<file path="config.mk">
export PLATFORM = sky130hd
export DESIGN_NAME = coin_pulse_conditioner
export DESIGN_NICKNAME = d
export VERILOG_FILES = /design/src/rtl/coin_pulse_conditioner.sv
export SDC_FILE = /design/constraint.sdc
export NUM_CORES = 1
export LEC_CHECK = 0
export BUFFER_PORTS_ARGS = -buffer_cell sky130_fd_sc_hd__buf_2
export CAP_MARGIN = 30
export CORE_MARGIN = 2
export CORE_UTILIZATION = 45
export CTS_CLUSTER_SIZE = 16
export DETAILED_ROUTE_END_ITERATION = 6
export MAX_ROUTING_LAYER = met4
export PLACE_DENSITY_LB_ADDON = 0.05
export SLEW_MARGIN = 10
export SYNTH_ARGS = -nofsm -noshare
export SYNTH_HDL_FRONTEND = slang
export SYNTH_SLANG_ARGS = --single-unit
</file>
<file path="constraint.sdc">
create_clock -name clk -period 2.6 [get_ports clk]
set_input_delay 0.26 -clock clk [delete_from_list [all_inputs] [get_ports clk]]
set_output_delay 0.26 -clock clk [all_outputs]
set_load 0.01 [all_outputs]
</file>
<file path="src/rtl/coin_pulse_conditioner.sv">
// ---------------------------------------------------------------------------
// coin_pulse_conditioner
//
// Purpose:
//   Front end of the vending machine. It takes the three raw, asynchronous and
//   bouncing coin-sensor lines and produces clean, mutually exclusive,
//   single-cycle coin pulses for the vending FSM. The block does four jobs:
//     - It rejects ambiguous multi-sensor events.
//     - It guarantees at most one pulse per physical coin.
//     - It requires a full release before another coin is accepted.
//     - It enforces a lockout gap between consecutive pulses.
//
// Parameters:
//   DEBOUNCE_CYCLES  stable synchronized cycles needed for press and release (>= 2)
//   LOCKOUT_CYCLES   dead time after a confirmed release (>= 1)
//   CNT_W            counter width, holds max(DEBOUNCE_CYCLES, LOCKOUT_CYCLES) - 1
//
// Ports:
//   clk               rising-edge clock
//   reset_n           synchronous, active-low reset
//   coin_nickel_raw   async sensor, high while a nickel is in the slot
//   coin_dime_raw     async sensor, high while a dime is in the slot
//   coin_quarter_raw  async sensor, high while a quarter is in the slot
//   tally_clr         clears credit_total (only with COIN_TALLY_EN)
//   credit_total      saturating running total in cents (only with COIN_TALLY_EN)
//   nickel            one-cycle accepted-nickel pulse
//   dime              one-cycle accepted-dime pulse
//   quarter           one-cycle accepted-quarter pulse
//   coin_reject       one-cycle pulse for a stable multi-sensor pattern
//
// Optional feature macro: COIN_TALLY_EN (adds the credit tally). The default
// build leaves it undefined, so the tally logic and its two ports are absent.
// ---------------------------------------------------------------------------
module coin_pulse_conditioner #(
    parameter int DEBOUNCE_CYCLES = 16,
    parameter int LOCKOUT_CYCLES  = 8,
    parameter int CNT_W           = 5
) (
    input  logic       clk,
    input  logic       reset_n,
    input  logic       coin_nickel_raw,
    input  logic       coin_dime_raw,
    input  logic       coin_quarter_raw,
`ifdef COIN_TALLY_EN
    input  logic       tally_clr,
    output logic [7:0] credit_total,
`endif
    output logic       nickel,
    output logic       dime,
    output logic       quarter,
    output logic       coin_reject
);

    // Terminal counts for the two timed phases, sized to the counter.
    localparam logic [CNT_W-1:0] DEB_LAST  = CNT_W'(DEBOUNCE_CYCLES - 1);
    localparam logic [CNT_W-1:0] LOCK_LAST = CNT_W'(LOCKOUT_CYCLES - 1);

    typedef enum logic [2:0] {
        IDLE         = 3'd0,
        DEBOUNCE     = 3'd1,
        EMIT         = 3'd2,
        WAIT_RELEASE = 3'd3,
        LOCKOUT      = 3'd4
    } state_t;

    state_t           state;
    state_t           state_next;
    logic [2:0]       pat;
    logic [2:0]       pat_next;
    logic [CNT_W-1:0] cnt;
    logic [CNT_W-1:0] cnt_next;

    // Synchronizer stages, bit order {quarter, dime, nickel}.
    logic [2:0]       sync_meta;
    logic [2:0]       sync;

    logic             nickel_next;
    logic             dime_next;
    logic             quarter_next;
    logic             reject_next;

    // Two-flop synchronizer for the asynchronous sensor lines. It is cleared on
    // reset so that a sensor still held afterwards looks like a fresh insertion.
    always_ff @(posedge clk) begin
        if (!reset_n) begin
            sync_meta <= '0;
            sync      <= '0;
        end else begin
            sync_meta <= {coin_quarter_raw, coin_dime_raw, coin_nickel_raw};
            sync      <= sync_meta;
        end
    end

    // State, captured pattern and shared phase counter.
    always_ff @(posedge clk) begin
        if (!reset_n) begin
            state <= IDLE;
            pat   <= '0;
            cnt   <= '0;
        end else begin
            state <= state_next;
            pat   <= pat_next;
            cnt   <= cnt_next;
        end
    end

    // Next-state logic. One counter serves three phases: the press debounce,
    // the release debounce and the lockout. Each phase starts it from zero.
    always_comb begin
        state_next = state;
        pat_next   = pat;
        cnt_next   = cnt;

        case (state)
            IDLE: begin
                cnt_next = '0;
                if (sync != 3'b000) begin
                    pat_next   = sync;
                    state_next = DEBOUNCE;
                end
            end

            DEBOUNCE: begin
                // Any change of the sensor vector abandons the candidate. The
                // next IDLE cycle recaptures whatever is then present.
                if (sync != pat) begin
                    state_next = IDLE;
                    cnt_next   = '0;
                end else if (cnt == DEB_LAST) begin
                    state_next = EMIT;
                end else begin
                    cnt_next = cnt + 1'b1;
                end
            end

            EMIT: begin
                state_next = WAIT_RELEASE;
                cnt_next   = '0;
            end

            WAIT_RELEASE: begin
                // The count is the number of consecutive all-clear samples.
                // While any sensor is active, the coin is still considered in
                // the slot.
                if (sync != 3'b000) begin
                    cnt_next = '0;
                end else if (cnt == DEB_LAST) begin
                    state_next = LOCKOUT;
                    cnt_next   = '0;
                end else begin
                    cnt_next = cnt + 1'b1;
                end
            end

            LOCKOUT: begin
                if (cnt == LOCK_LAST) begin
                    state_next = IDLE;
                    cnt_next   = '0;
                end else begin
                    cnt_next = cnt + 1'b1;
                end
            end

            default: begin
                state_next = IDLE;
                pat_next   = '0;
                cnt_next   = '0;
            end
        endcase
    end

    // Pulse decode. The decode looks ahead at the state being entered, so the
    // output flops are high exactly during the EMIT cycle with no input-to-
    // output combinational path. Any pattern that is not one-hot is rejected.
    always_comb begin
        nickel_next  = 1'b0;
        dime_next    = 1'b0;
        quarter_next = 1'b0;
        reject_next  = 1'b0;

        if (state_next == EMIT) begin
            case (pat_next)
                3'b001:  nickel_next  = 1'b1;
                3'b010:  dime_next    = 1'b1;
                3'b100:  quarter_next = 1'b1;
                default: reject_next  = 1'b1;
            endcase
        end
    end

    // Registered pulse outputs.
    always_ff @(posedge clk) begin
        if (!reset_n) begin
            nickel      <= 1'b0;
            dime        <= 1'b0;
            quarter     <= 1'b0;
            coin_reject <= 1'b0;
        end else begin
            nickel      <= nickel_next;
            dime        <= dime_next;
            quarter     <= quarter_next;
            coin_reject <= reject_next;
        end
    end

`ifdef COIN_TALLY_EN
    logic [7:0] coin_value;
    logic [8:0] credit_sum;

    // Value of the coin whose pulse is currently high. The pulses are mutually
    // exclusive, so the priority order here does not matter.
    always_comb begin
        coin_value = 8'd0;
        if (nickel) begin
            coin_value = 8'd5;
        end else if (dime) begin
            coin_value = 8'd10;
        end else if (quarter) begin
            coin_value = 8'd25;
        end
        credit_sum = {1'b0, credit_total} + {1'b0, coin_value};
    end

    // Saturating credit accumulator. A clear overrides a same-cycle add.
    always_ff @(posedge clk) begin
        if (!reset_n || tally_clr) begin
            credit_total <= 8'd0;
        end else if (credit_sum[8]) begin
            credit_total <= 8'hFF;
        end else begin
            credit_total <= credit_sum[7:0];
        end
    end
`endif

endmodule

</file>
==> results of run 1 <==
## cells in the final DEF (no fill, tap or decap), drive strengths merged, types with 2 or more instances in the layout
cell type / count
a32oi: 2
xor2: 3
nor4b: 2
nor3b: 2
clkbuf: 3
inv: 5
and2: 9
nor4: 3
nor3: 8
mux2: 3
nand2: 4
dfxtp: 21
nor2b: 2
o21ai: 6
nor2: 14
nand3: 3
a31o: 2
o21a: 2
a21oi: 4
ha: 3
buf: 9
o31a: 2
or3b: 2
## layer usage
layer,track usage,routed length (um),vias up
met4,0.06410,30,0
met3,0.04286,78,3
met1,0.2509,1085,422
met5,-,0,-
met2,0.2313,763,19
li1,-,-,456
## critical path, cell delays in order, from the launching register on
cell and delay, ps:
dfxtp_1 350, ha_1 250, and3_1 210, ha_1 240
nor3_1 320, nor3_1 70, or4_1 470, a21boi_1 120
## logic make-up (layout without fill, tap and decap cells)
logic type,count (synthesis),count (layout),share of synthesized area
and+or+nand+nor,54,54,0.2945
AOI/OAI and AO/OA,27,27,0.1802
DFF,21,21,0.3958
buffers and inverters,8,18,0.02944
xor gates and xnor gates,4,4,0.03299
adders and majority gates,3,3,0.03534
muxes,3,3,0.03180
## final cells by class
type / count / area, um2 / share of cell area
Sequential cell: 21 / 420.4 / 0.3625
Multi-Input combinational cell: 91 / 610.6 / 0.5264
Tap cell: 28 / 35.03 / 0.03021
Timing Repair Buffer: 9 / 47.55 / 0.04099
Clock inverter: 1 / 5.005 / 0.004315
Clock buffer: 3 / 22.52 / 0.01942
Inverter: 5 / 18.77 / 0.01618
## final timing paths
path	from	end	slack, ps	cells past startpoint
setup / recovery	cnt[0]	cnt[3]	510	7
hold / removal	coin_quarter_raw	sync_meta[2]	140	2
setup reg to reg	cnt[0]	cnt[3]	510	7
hold reg to reg	sync_meta[2]	sync[2]	450	1
## flip-flops by register name, summed over array words and instances, names as in the netlist
signal       flops
sync_meta        3
pat              3
quarter          1
coin_reject      1
cnt              5
dime             1
state            3
nickel           1
sync             3
## where the power goes
part | switching (W) | total, W | internal (W)
Combinational | 0.0000368 | 0.0000660 | 0.0000292
Sequential | 0.00000871 | 0.000339 | 0.000330
Clock | 0.000107 | 0.000165 | 0.0000577
Total | 0.000153 | 0.000570 | 0.000417
## stage by stage
step / setup slack [ps] / utilization / instance area, um2 / hold WS [ps] / instances
after floorplan: 650.2 / - / 1062 / 387.3 / 120
after global placement: 565.4 / 0.5119 / 1132 / 413.7 / 154
after detailed placement: 527.6 / 0.5119 / 1132 / 419.3 / 154
after CTS: 505.3 / 0.5243 / 1160 / 133.7 / 158
after global routing: 233.0 / 0.5243 / 1160 / 139.1 / 158
final: 513.3 / 0.5243 / 1160 / 138.1 / 158
==> results.cfg, run 1 <==
[die]
row_count = 17
die_w_um = 52.59
die_height_um = 52.59
core-area_um2 = 2212
boundaryPins = 9
initial_utilization = 0.4802
die_area_um2 = 2765

[synth]
avgSynthCellArea_um2 = 8.852
synth_top_area_frac = 0.3958
synth_cell_types = 41
synth-async-reset-ratio = 0
yosysTopAreaCell = dfxtp_1
synth_edf_count = 0
synth.area.top_cells = dfxtp_1, and2_1, nor2_1
synth_cells = 120
synth-seq-area-share = 0.3958
synth_common_cells = dfxtp_1, nor2_1, and2_1
ys_seq_elements = 21
yosysWarningCount = 0
synth_area_um2 = 1062
synth_nets = 128
synth-main-ff-cell = dfxtp_1
synth_most_common_cell = dfxtp_1

[sta]
rsz0062_at_grt = false
fin_tns_setup_ps = 0
finalHoldViolations = 0
fin_skew_ps = 1.664
tightest_slew_ps = 703.7
setup_viol = 0
finalMaxSlewViolations = 0
period_needed_ps = 2087
max_freq_mhz = 479.2
relSlewSlack = 0.5259
finalCritPeriodShare = 0.8026

[layout]
fill_cells = 223
nets = 139
drive_gt1_frac = 0.1615
num_antenna_cells = 0
area_delta_synth_final_pct = 9.187

[clock_network]
ctsHoldBuffers = 0
cts-root-buf = clkbuf_4
cts_made_buffers = 3
clkSlewWorstSetupHoldPaths_ps = 120
cts-resized-gates = 0
tritoncts = done
clock_path_buffers = 2
cts.sinks = 21
htreeDepth = 1
cts_setup_buffers = 0
clock_latency_ps = 320

[detailed_routing]
dr.pass1.iters = 4
drtIter0Drc = 20
wl_mm = 1.957
vias_per_cell = 5.696
vias = 900
ant_nets = 0
drc = 0
drt-wirelength-per-cell_um = 12.39

[worst_setup_path]
worstPathMaxFanout = 6
required_ps = 2860
arrival_ps = 2350
worstSetupEndpointType = flop
startpoint_type = flop
critical_path_class = flop to flop

[place]
port_buffers = 8
gp_congestion = 0.8660
dp_hpwl_mm = 1.402

[global_routing]
grt_overflow = 0
track_usage = 0.1736
grt_max_degree = 17
grt_pass1_wl_mm = 3.422
antenna_found_initial = 0
grt_pass1_vias = 751

[min_path]
min_path_type = primary input to flop

[pwr]
cellLeakagePower_nw = 0.4635
power_density_nw_per_um2 = 491.2
vdd_drop_max_mv = 0.2944
power.total_w = 0.0005697

[flow_run]
cap_viol_max_count = 0

[run_status]
status = completed
(Power assumes the default switching activity.)
==> run 2, diff against run 1 <==
clock period = 1.9 ns   (was 2.6 ns; I/O delays follow)
==> run 2 against run 1 <==
Net effect:
- setup slack worse by 450 ps
- die area unchanged
- sequential cell count unchanged
- clock power up 33%
- global-route usage up 2.0 points
- utilization up 8.5 points
- clock-buffer cell count unchanged
- combinational power up 82%
- via count up 4.0%
- total power up 41%
- non-clock buffer count up 14
- clock skew up 8.1 ps
- critical endpoint unchanged
==> results.cfg, run 2 (same netlist as run 1, synthesis figures left out) <==
[global_routing]
antenna_found_initial = 0
grt_overflow = 0
grt_max_degree = 17
grt_pass1_wl_mm = 3.795
grt_pass1_vias = 809
track_usage = 0.1934

[place]
dp_cells = 168
postPlaceCellArea_um2 = 1245
pre_cts_ws_ps = -7.693
gp_congestion = 0.8555
dp_hpwl_mm = 1.648
port_buffers = 8

[detailed_routing]
vias = 936
ant_nets = 0
dr.pass1.iters = 4
drc = 0
wl_mm = 2.264
vias_per_cell = 5.442
drtIter0Drc = 13
drt-wirelength-per-cell_um = 13.16

[pwr]
power_density_nw_per_um2 = 595.0
vdd_drop_max_mv = 0.5997
power.total_w = 0.0008025
cellLeakagePower_nw = 0.5492

[layout]
final_common_cell = dfxtp_1
layout.cells.non_filler = 172
final_area_um2 = 1349
final_cell_mix = dfxtp_1, buf_4, nor2_1, and2_1, buf_2
num_antenna_cells = 0
regMostFlops = cnt
area_delta_synth_final_pct = 26.97
nets = 153
drive_gt1_frac = 0.3403
largest_reg_flops = 5
fill_cells = 205

[sta]
relSlewSlack = 0.7832
finalMaxSlewViolations = 0
tightest_slew_ps = 321.8
setup_viol = 0
finalCritPeriodShare = 0.9689
rsz0062_at_grt = false
max_freq_mhz = 543.2
finalHoldViolations = 0
setup_ws_ps = 59.17
period_needed_ps = 1841
fin_skew_ps = 9.735
fin_tns_setup_ps = 0

[die]
core-area_um2 = 2212
initial_utilization = 0.4802
row_count = 17
boundaryPins = 9
die_height_um = 52.59
die_area_um2 = 2765
die_w_um = 52.59

[clock_network]
ctsHoldBuffers = 0
tritoncts = done
cts_made_buffers = 3
htreeDepth = 1
cts-root-buf = clkbuf_4
cts.sinks = 21
clkSlewWorstSetupHoldPaths_ps = 130
cts_setup_buffers = 0
clock_latency_ps = 310
clock_path_buffers = 2

[worst_setup_path]
required_ps = 2140
r2r_start = cnt[0]
critical_path_class = flop to flop
startpoint_type = flop
worstPathMaxFanout = 9
worstSetupEndpointType = flop
arrival_ps = 2080
critPathLaunch = cnt[0]
worstRegToRegCells = 6

[flow_run]
cap_viol_max_count = 0

[min_path]
min_path_type = primary input to flop
hold_depth = 2
hp-start = coin_quarter_raw

[run_status]
status = completed
[run 2: worst max-delay path, cell delays in order, from the launching register on]
cell and delay, ps:
dfxtp_2 340, ha_1 200, and3_4 190, ha_4 170
and2_2 240, or4_1 510, a21boi_1 120
[run 2: routing by layer]
metal	global-route usage	share of wire
met4	0.07692	0.015
met5	-	0
met3	0.03429	0.035
met1	0.2779	0.51
met2	0.2667	0.44
[run 2: path summary, 6_finish.rpt]
path / slack [ps] / to
setup / recovery: 60 / cnt[3]
hold / removal: 70 / sync_meta[2]
setup reg to reg: 60 / cnt[3]
hold reg to reg: 450 / sync[0]
[run 2: layout make-up]
class	count	area (um2)	share of cell area
Timing Repair Buffer	23	152.6	0.1132
Clock inverter	1	5.005	0.003711
Tap cell	28	35.03	0.02597
Multi-Input combinational cell	91	690.7	0.5121
Inverter	5	18.77	0.01391
Clock buffer	3	22.52	0.01670
Sequential cell	21	424.2	0.3145
[run 2: where the power goes]
group	total (W)	internal (W)	switching, W	leakage, nW
sequential	0.000463	0.000452	0.0000114	0.172
combinational	0.000120	0.0000570	0.0000632	0.359
clock	0.000219	0.0000786	0.000140	0.0177
total	0.000803	0.000587	0.000215	0.549
[run 2: repair_timing]
action                                 in CTS  in global routing
endpoints found under the hold margin       0                  0
pin swaps                                   1                  3
setup endpoints to repair                   4                  5
resized for setup                           2                 13
[run 2: per-stage QoR]
stage | utilization | hold slack (ps)
2_1_floorplan | - | 317.3
3_3_place_gp | 0.5628 | 397.7
3_5_place_dp | 0.5628 | 399.3
4_1_cts | 0.5781 | 73.95
5_1_grt | 0.6097 | 58.71
6_report | 0.6097 | 73.82
